`src/rtl/conv_encoder_param.sv`:
```
// Rate-1/2 convolutional encoder with runtime constraint length and generators.
// Frames are framed by start/frame_len and terminated by a K-1 symbol zero tail.
module conv_encoder_param #(
  parameter int unsigned K_MAX = 7,
  parameter int unsigned LEN_W = 16
) (
  input  logic             clk,
  input  logic             rst,
  input  logic [2:0]       choose_constraint_length,
  input  logic [K_MAX-1:0] g0,
  input  logic [K_MAX-1:0] g1,
  input  logic             start,
  input  logic [LEN_W-1:0] frame_len,
  input  logic             in_bit,
  input  logic             in_valid,
  output logic             in_ready,
  output logic [1:0]       out,
  output logic             out_valid,
  input  logic             out_ready,
  output logic             out_last,
  output logic             busy
);

  localparam int unsigned KW = $clog2(K_MAX + 1);

  typedef enum logic [1:0] {StIdle, StData, StTail} state_e;

  state_e           state_q, state_d;
  logic [KW-1:0]    k_q, k_d, k_sel;
  logic [K_MAX-1:0] g0_q, g0_d, g1_q, g1_d, gmask, win;
  logic [K_MAX-2:0] sr_q, sr_d, sr_mask;
  logic [LEN_W-1:0] len_q, len_d, cnt_q, cnt_d;
  logic [1:0]       out_q, out_d;
  logic             out_valid_q, out_valid_d, out_last_q, out_last_d;
  logic             free, step, cur_bit, tail_done;

  always_comb begin
    if (int'(choose_constraint_length) + 3 > int'(K_MAX)) k_sel = KW'(K_MAX);
    else k_sel = KW'(choose_constraint_length) + KW'(3);
    for (int unsigned i = 0; i < K_MAX; i++) gmask[i] = (i < 32'(k_sel));
    // Only the K-1 youngest history bits are kept so the tail flushes to zero.
    for (int unsigned i = 0; i < K_MAX - 1; i++) sr_mask[i] = (i + 1 < 32'(k_q));
  end

  assign free      = !out_valid_q || out_ready;
  assign step      = ((state_q == StData) && in_valid && free) || ((state_q == StTail) && free);
  assign cur_bit   = (state_q == StData) ? in_bit : 1'b0;
  assign win       = {sr_q, cur_bit};
  assign tail_done = (state_q == StTail) && (cnt_q == (LEN_W'(k_q) - LEN_W'(2)));

  always_comb begin
    state_d     = state_q;
    k_d         = k_q;
    g0_d        = g0_q;
    g1_d        = g1_q;
    len_d       = len_q;
    cnt_d       = cnt_q;
    sr_d        = sr_q;
    out_d       = out_q;
    out_valid_d = out_valid_q;
    out_last_d  = out_last_q;

    if (out_ready) begin
      out_valid_d = 1'b0;
      out_last_d  = 1'b0;
    end
    if (step) begin
      out_d       = {^(g1_q & win), ^(g0_q & win)};
      out_valid_d = 1'b1;
      out_last_d  = tail_done;
      sr_d        = {sr_q[K_MAX-3:0], cur_bit} & sr_mask;
    end

    unique case (state_q)
      StIdle: begin
        if (start) begin
          k_d     = k_sel;
          g0_d    = g0 & gmask;
          g1_d    = g1 & gmask;
          len_d   = (frame_len == '0) ? LEN_W'(1) : frame_len;
          cnt_d   = '0;
          sr_d    = '0;
          state_d = StData;
        end
      end
      StData: begin
        if (step) begin
          if (cnt_q == len_q - LEN_W'(1)) begin
            cnt_d   = '0;
            state_d = StTail;
          end else begin
            cnt_d = cnt_q + LEN_W'(1);
          end
        end
      end
      StTail: begin
        if (step) begin
          if (tail_done) state_d = StIdle;
          else cnt_d = cnt_q + LEN_W'(1);
        end
      end
      default: state_d = StIdle;
    endcase
  end

  always_ff @(posedge clk or negedge rst) begin
    if (!rst) begin
      state_q     <= StIdle;
      k_q         <= '0;
      g0_q        <= '0;
      g1_q        <= '0;
      len_q       <= '0;
      cnt_q       <= '0;
      sr_q        <= '0;
      out_q       <= '0;
      out_valid_q <= 1'b0;
      out_last_q  <= 1'b0;
    end else begin
      state_q     <= state_d;
      k_q         <= k_d;
      g0_q        <= g0_d;
      g1_q        <= g1_d;
      len_q       <= len_d;
      cnt_q       <= cnt_d;
      sr_q        <= sr_d;
      out_q       <= out_d;
      out_valid_q <= out_valid_d;
      out_last_q  <= out_last_d;
    end
  end

  assign in_ready  = (state_q == StData) && free;
  assign out       = out_q;
  assign out_valid = out_valid_q;
  assign out_last  = out_last_q;
  assign busy      = (state_q != StIdle);

endmodule
```
`config.mk`:
```
export PLATFORM = sky130hd
export DESIGN_NAME = conv_encoder_param
export DESIGN_NICKNAME = d
export VERILOG_FILES = /design/src/rtl/conv_encoder_param.sv
export SDC_FILE = /design/constraint.sdc
export NUM_CORES = 1
export LEC_CHECK = 0
export BUFFER_PORTS_ARGS = -buffer_cell sky130_fd_sc_hd__buf_4
export CAP_MARGIN = 10
export CORE_MARGIN = 8
export CORE_UTILIZATION = 40
export DETAILED_ROUTE_END_ITERATION = 8
export HOLD_SLACK_MARGIN = 0.15
export PLACE_DENSITY_LB_ADDON = 0.15
export SLEW_MARGIN = 20
export SYNTH_ARGS = -nofsm -noshare
export SYNTH_HDL_FRONTEND = slang
export SYNTH_SLANG_ARGS = --single-unit
```
`constraint.sdc`:
```
create_clock -name clk -period 2.8 [get_ports clk]
set_clock_uncertainty 0.1 [all_clocks]
set_input_delay 0.56 -clock clk [delete_from_list [all_inputs] [get_ports clk]]
set_output_delay 0.56 -clock clk [all_outputs]
set_load 0.1 [all_outputs]
```
* After elaboration in Yosys (flattened, before gate mapping)
Cells that the tools add are included.
Widths: inputs -> output; s select.
** Operators by class
- Add/subtract/negate cells :: 5
- Magnitude comparators :: 14
- Equal/unequal tests :: 10
- Multiplexer cells :: 21
- Bitwise gates (word level) :: 5
- Reduce and logical (&&, ||, !) cells :: 18
** Operator list (number)
- $mux 16 :: 6
- $pmux 16 s3 :: 1
- $eq 16x16->1 :: 2
- $and 7x7->7 :: 4
- $lt 3x3->1 const A :: 6
- $mux 6 :: 3
- $add 16x1->16 const B :: 1
- $logic_not 16->1 :: 1
- $sub 16x1->16 const B :: 1
- $reduce_xor 7->1 :: 2
- $lt 2x3->1 const A :: 4
- $mux 2 :: 5
- $ne 2x2->1 const B :: 5
- $reduce_and 5->1 :: 2
- $lt 1x3->1 const A :: 3
- $and 6x6->6 :: 1
- $pmux 2 s3 :: 1
- $logic_and 1x1->1 :: 5
- $add 3x2->4 const B :: 1
- $gt 4x3->1 const B :: 1
- $mux 1 :: 4
- $reduce_bool 2->1 :: 2
- $sub 3x2->4 const B :: 1
- $add 3x2->3 const B :: 1
- 9 further kinds :: 10
** Storage, ports and cells
- Bits in registers :: 61
- Bits of input ports :: 39
- Output and inout port bits :: 6
- Word-level logic and storage cells :: 83

* Logic depth before layout (Yosys ltp)
- Word-level depth :: 7
- Mapped depth :: 12
- Depth with buffers taken out :: 10

* Worst setup path after synthesis
OpenSTA, ideal clock, no wires.
- Path kind :: register to register
- Start :: reg len_q[0]
- End :: reg cnt_q[12]
- Library setup time :: 0.121 ns
- Arrival time :: 2.535 ns
- Required time :: 2.579 ns
- Path slack :: 0.044 ns
- Stages on the path, launching flop included :: 13
- Path buffers :: 2
- Period minus slack after synthesis :: 2.756 ns
- Cells stage by stage :: dfrtp_1 > inv_1 > ha_1 > clkbuf_1 > nor3b_1 > nand3_1 > mux2_2 > mux2i_1 > o22ai_1 > a41oi_4 > buf_2 > a21o_1 > a22o_1
** On the way
- Word-level cells in the longest chain between the ends :: 5
** RTL lines
- start, declared :: RTL line 32 : logic [LEN_W-1:0] len_q, len_d, cnt_q, cnt_d;
- start signal, assigned :: RTL line 123 : len_q <= len_d;
- $sub 16x1->16 :: RTL line 88 : if (cnt_q == len_q - LEN_W'(1)) begin
- $eq 16x16->1 :: RTL line 88
- $mux 16 :: RTL line 88
- $mux 16 :: RTL line 87 : if (step) begin
- $pmux 16 s3 :: RTL line 74 : unique case (state_q)
- end signal, assigned :: RTL line 124 : cnt_q <= cnt_d;
- end, declared :: RTL line 32
No other way between the ends. The select of a mux whose other input is x is not followed.
A chain may end at the register's enable or synchronous reset.

* Final worst setup path
- Start :: reg len_q[2]
- End :: reg cnt_q[10]
The elaborated chain is that of the path after synthesis.

==> results.json <==
{
  "outcome": "completed",
  "dr_wl_met2_um": 4571,
  "dr.pass1.iters": 4,
  "drtIter0Drc": 170,
  "yosys-mux-area-fraction": 0.01420,
  "cellInternalPower_mw": 2.523,
  "min_period_ps": 2777,
  "root_buffer": "clkbuf_8",
  "ys.flop_type": "dfrtp_1",
  "p_sw_frac": 0.4486,
  "min_path_type": "in -> async",
  "total_power_mw": 4.576,
  "io_pins": 45,
  "ys_warn_count": 0,
  "nNetsFinal": 588,
  "synth_simple_gate_area_share": 0.2915,
  "setup_violations": 0,
  "dieArea_um2": 13100,
  "max_stage_delay_ps": 390,
  "synth_compound_area_frac": 0.1388,
  "final_hold_viol_count": 0,
  "vias_per_cell": 5.139,
  "avgRoutedWirePerCell_um": 15.05,
  "clk_latency_ps": 340,
  "worstSetupStartpointType": "flip-flop",
  "numCtsBuffers": 9,
  "routed_wl_um": 10160,
  "n_antenna_cell": 0,
  "pwr-share-seq": 0.309,
  "antenna_found_initial": 0,
  "cp-end-kind": "flip-flop",
  "grt_pass1_vias": 3461,
  "p_sw_mw": 2.053,
  "max_freq_ghz": 0.3602,
  "cts_tree": "yes",
  "cp_cell_sequence": "buf_6, nor4_4, buf_4, nand2_1, xnor2_2, nand3_1, nor4_2, buf_4, a41oi_4, buf_4, a21o_1, a22o_1",
  "met1Wirelength_um": 5130,
  "yosysTopAreaCellShare": 0.3938,
  "drive_gt1_frac": 0.2417,
  "drv_slew": 0,
  "synth_top_family_by_area": "simple AND/OR/NAND/NOR gates",
  "ys_seq_elements": 61,
  "r2r_end": "cnt_q[10]$_DFFE_PN0P_",
  "p_leak_nw": 2.228,
  "path_common_cell": "buf_4",
  "reg2regPathDepth": 12,
  "synth_nets": 522,
  "p_clk_frac": 0.152,
  "layout_setup_ws_ps": 23.39,
  "core_um2": 9594,
  "r2r_start": "len_q[2]$_DFFE_PN0P_",
  "max_slew_margin": 0.4711,
  "finalSetupTns_ps": 0,
  "synth_largest_area_cell": "dfrtp_1",
  "synth_edf_count": 0,
  "drc": 0,
  "critPathMaxFanout": 15,
  "cts_sinks": 61,
  "grt_start_max_net_pins": 62,
  "postSynth.asyncResetShare": 1.000,
  "areaGrowthSynthToFinish_pct": 25.50,
  "fin_crit_sh": 0.9916,
  "power_density_nw_per_um2": 940.6,
  "yosysUniqueCellTypes": 49,
  "fp.dieH_um": 114.4,
  "worst_slew_pin_slew_ps": 793.4,
  "n_fill_cell": 911,
  "cts_buffer_depth": 2,
  "path_class": "reg -> reg",
  "path_clk_slew_ps": 70,
  "routed.top_layer": "met4",
  "netlist_area_um2": 3876,
  "route.met3.wl_um": 262,
  "cp_top_family": "simple AND/OR/NAND/NOR gates",
  "hpwl_um": 7398,
  "synth_seq_area_share": 0.3938,
  "vias": 3469,
  "gr-total-overflow": 0,
  "grt_usage": 0.1607,
  "critPathSlowestCell": "dfrtp_1",
  "synth.most_common_cell": "nand2_1",
  "peakVddDrop_v": 0.0003550,
  "synth_xor_area_frac": 0.07682,
  "arrival_ps": 2910,
  "io_buffers": 44,
  "crit_required_ps": 2930,
  "yosys-top-cells-area": "dfrtp_1, nand2_1, xnor2_1, ha_1, nand3_1",
  "rows": 36,
  "worst-path-buf-inv": 4,
  "maxCapViolations": 0,
  "synth_common_cells": "nand2_1, dfrtp_1, nand3_1",
  "r2r_setup_slack_ps": 20,
  "dp_slack_ps": -240.5,
  "p_comb_frac": 0.540,
  "cts_max_level": 3,
  "die_w_um": 114.4,
  "grt_first_pass_wirelength_um": 16960,
  "synthCells": 471,
  "synthAdderAreaFrac": 0.03873,
  "syn_area_per_cell_um2": 8.230,
  "start_util": 0.4040,
  "ant_nets": 0,
  "rsz0062_at_grt": "yes",
  "gp_congestion": 0.8368
}
stage by stage:
step | hold slack [ps] | cell area, um2 | instances | util
global route | 270.9 | 4865 | 675 | 0.5070
CTS | 236.1 | 4722 | 674 | 0.4922
global placement | 349.9 | 4522 | 655 | 0.4713
finish | 193.4 | 4865 | 675 | 0.5070
detailed placement | 355.9 | 4522 | 655 | 0.4713
floorplan | 164.4 | 3876 | 471 | -
area by class of cell:
type,instances,area (um2),share of cell area
Clock buffer,9,123.9,0.02546
Timing Repair Buffer,82,635.6,0.1307
Multi-Input combinational cell,367,2310,0.4748
Tap cell,133,166.4,0.03421
Clock inverter,7,42.54,0.008745
Sequential cell,61,1526,0.3138
Inverter,16,60.06,0.01235
cells by family after synthesis:
logic type               after synthesis
AND/OR/NAND/NOR                      236
buffers and inverters                 43
adder cells (fa/ha/maj)               12
flip-flops                            61
XOR/XNOR                              34
multiplexers                           5
AO/OA/AOI/OAI                         80
metal layers:
metal,GRT usage,vias to the layer above
met5,0,-
met4,0.05856,0
met3,0.03270,16
met2,0.2415,51
met1,0.2217,1659
li1,-,1743
registers in the layout, summed over array words and instances (netlist names), 2 cells and up:
signal   cells
k_q          3
cnt_q       16
g0_q         7
sr_q         6
state_q      2
out          2
len_q       16
g1_q         7
timing repair:
action                                  in CTS  in global routing
pin swaps                                    1                  9
endpoints found under the setup margin      12                 16
hold buffers                                 0                  0
resized for setup                            2                 23
buffers inserted                             3                  1
worst max-delay path by stage:
stage / cells past startpoint / slack (ps) / startpoint / endpoint
after detailed placement: 10 / -240 / len_q[2]$_DFFE_PN0P_ / cnt_q[0]$_DFFE_PN0P_
after global placement: 10 / -180 / len_q[2]$_DFFE_PN0P_ / cnt_q[0]$_DFFE_PN0P_
after floorplan: 12 / 40 / len_q[0]$_DFFE_PN0P_ / cnt_q[12]$_DFFE_PN0P_
after global routing: 12 / -100 / len_q[2]$_DFFE_PN0P_ / cnt_q[0]$_DFFE_PN0P_
final: 12 / 20 / len_q[2]$_DFFE_PN0P_ / cnt_q[10]$_DFFE_PN0P_
after CTS: 11 / 10 / len_q[5]$_DFFE_PN0P_ / state_q[0]$_DFFE_PN0P_
layout by cell type (no fill, tap or decap), types with 11 or more instances in the layout:
| cell type | n |
|---|---|
| a21o_1 | 13 |
| dfrtp_1 | 61 |
| nand2_1 | 120 |
| nand3_1 | 24 |
| nor2_1 | 23 |
| inv_1 | 16 |
| o21ai_0 | 18 |
| xor2_1 | 11 |
| a22o_1 | 12 |
| ha_1 | 12 |
| buf_4 | 79 |
| a21oi_1 | 16 |
| xnor2_1 | 20 |
power groups by stage:
stage	clock, mW	combinational (mW)	sequential (mW)
after detailed placement	0	2.29	1.42
after global placement	0	2.26	1.41
after global routing	0.752	2.70	1.45
after floorplan	0	1.46	1.48
after CTS	0.712	2.34	1.40
final	0.693	2.47	1.41
Power figures use the tool's default switching activity.
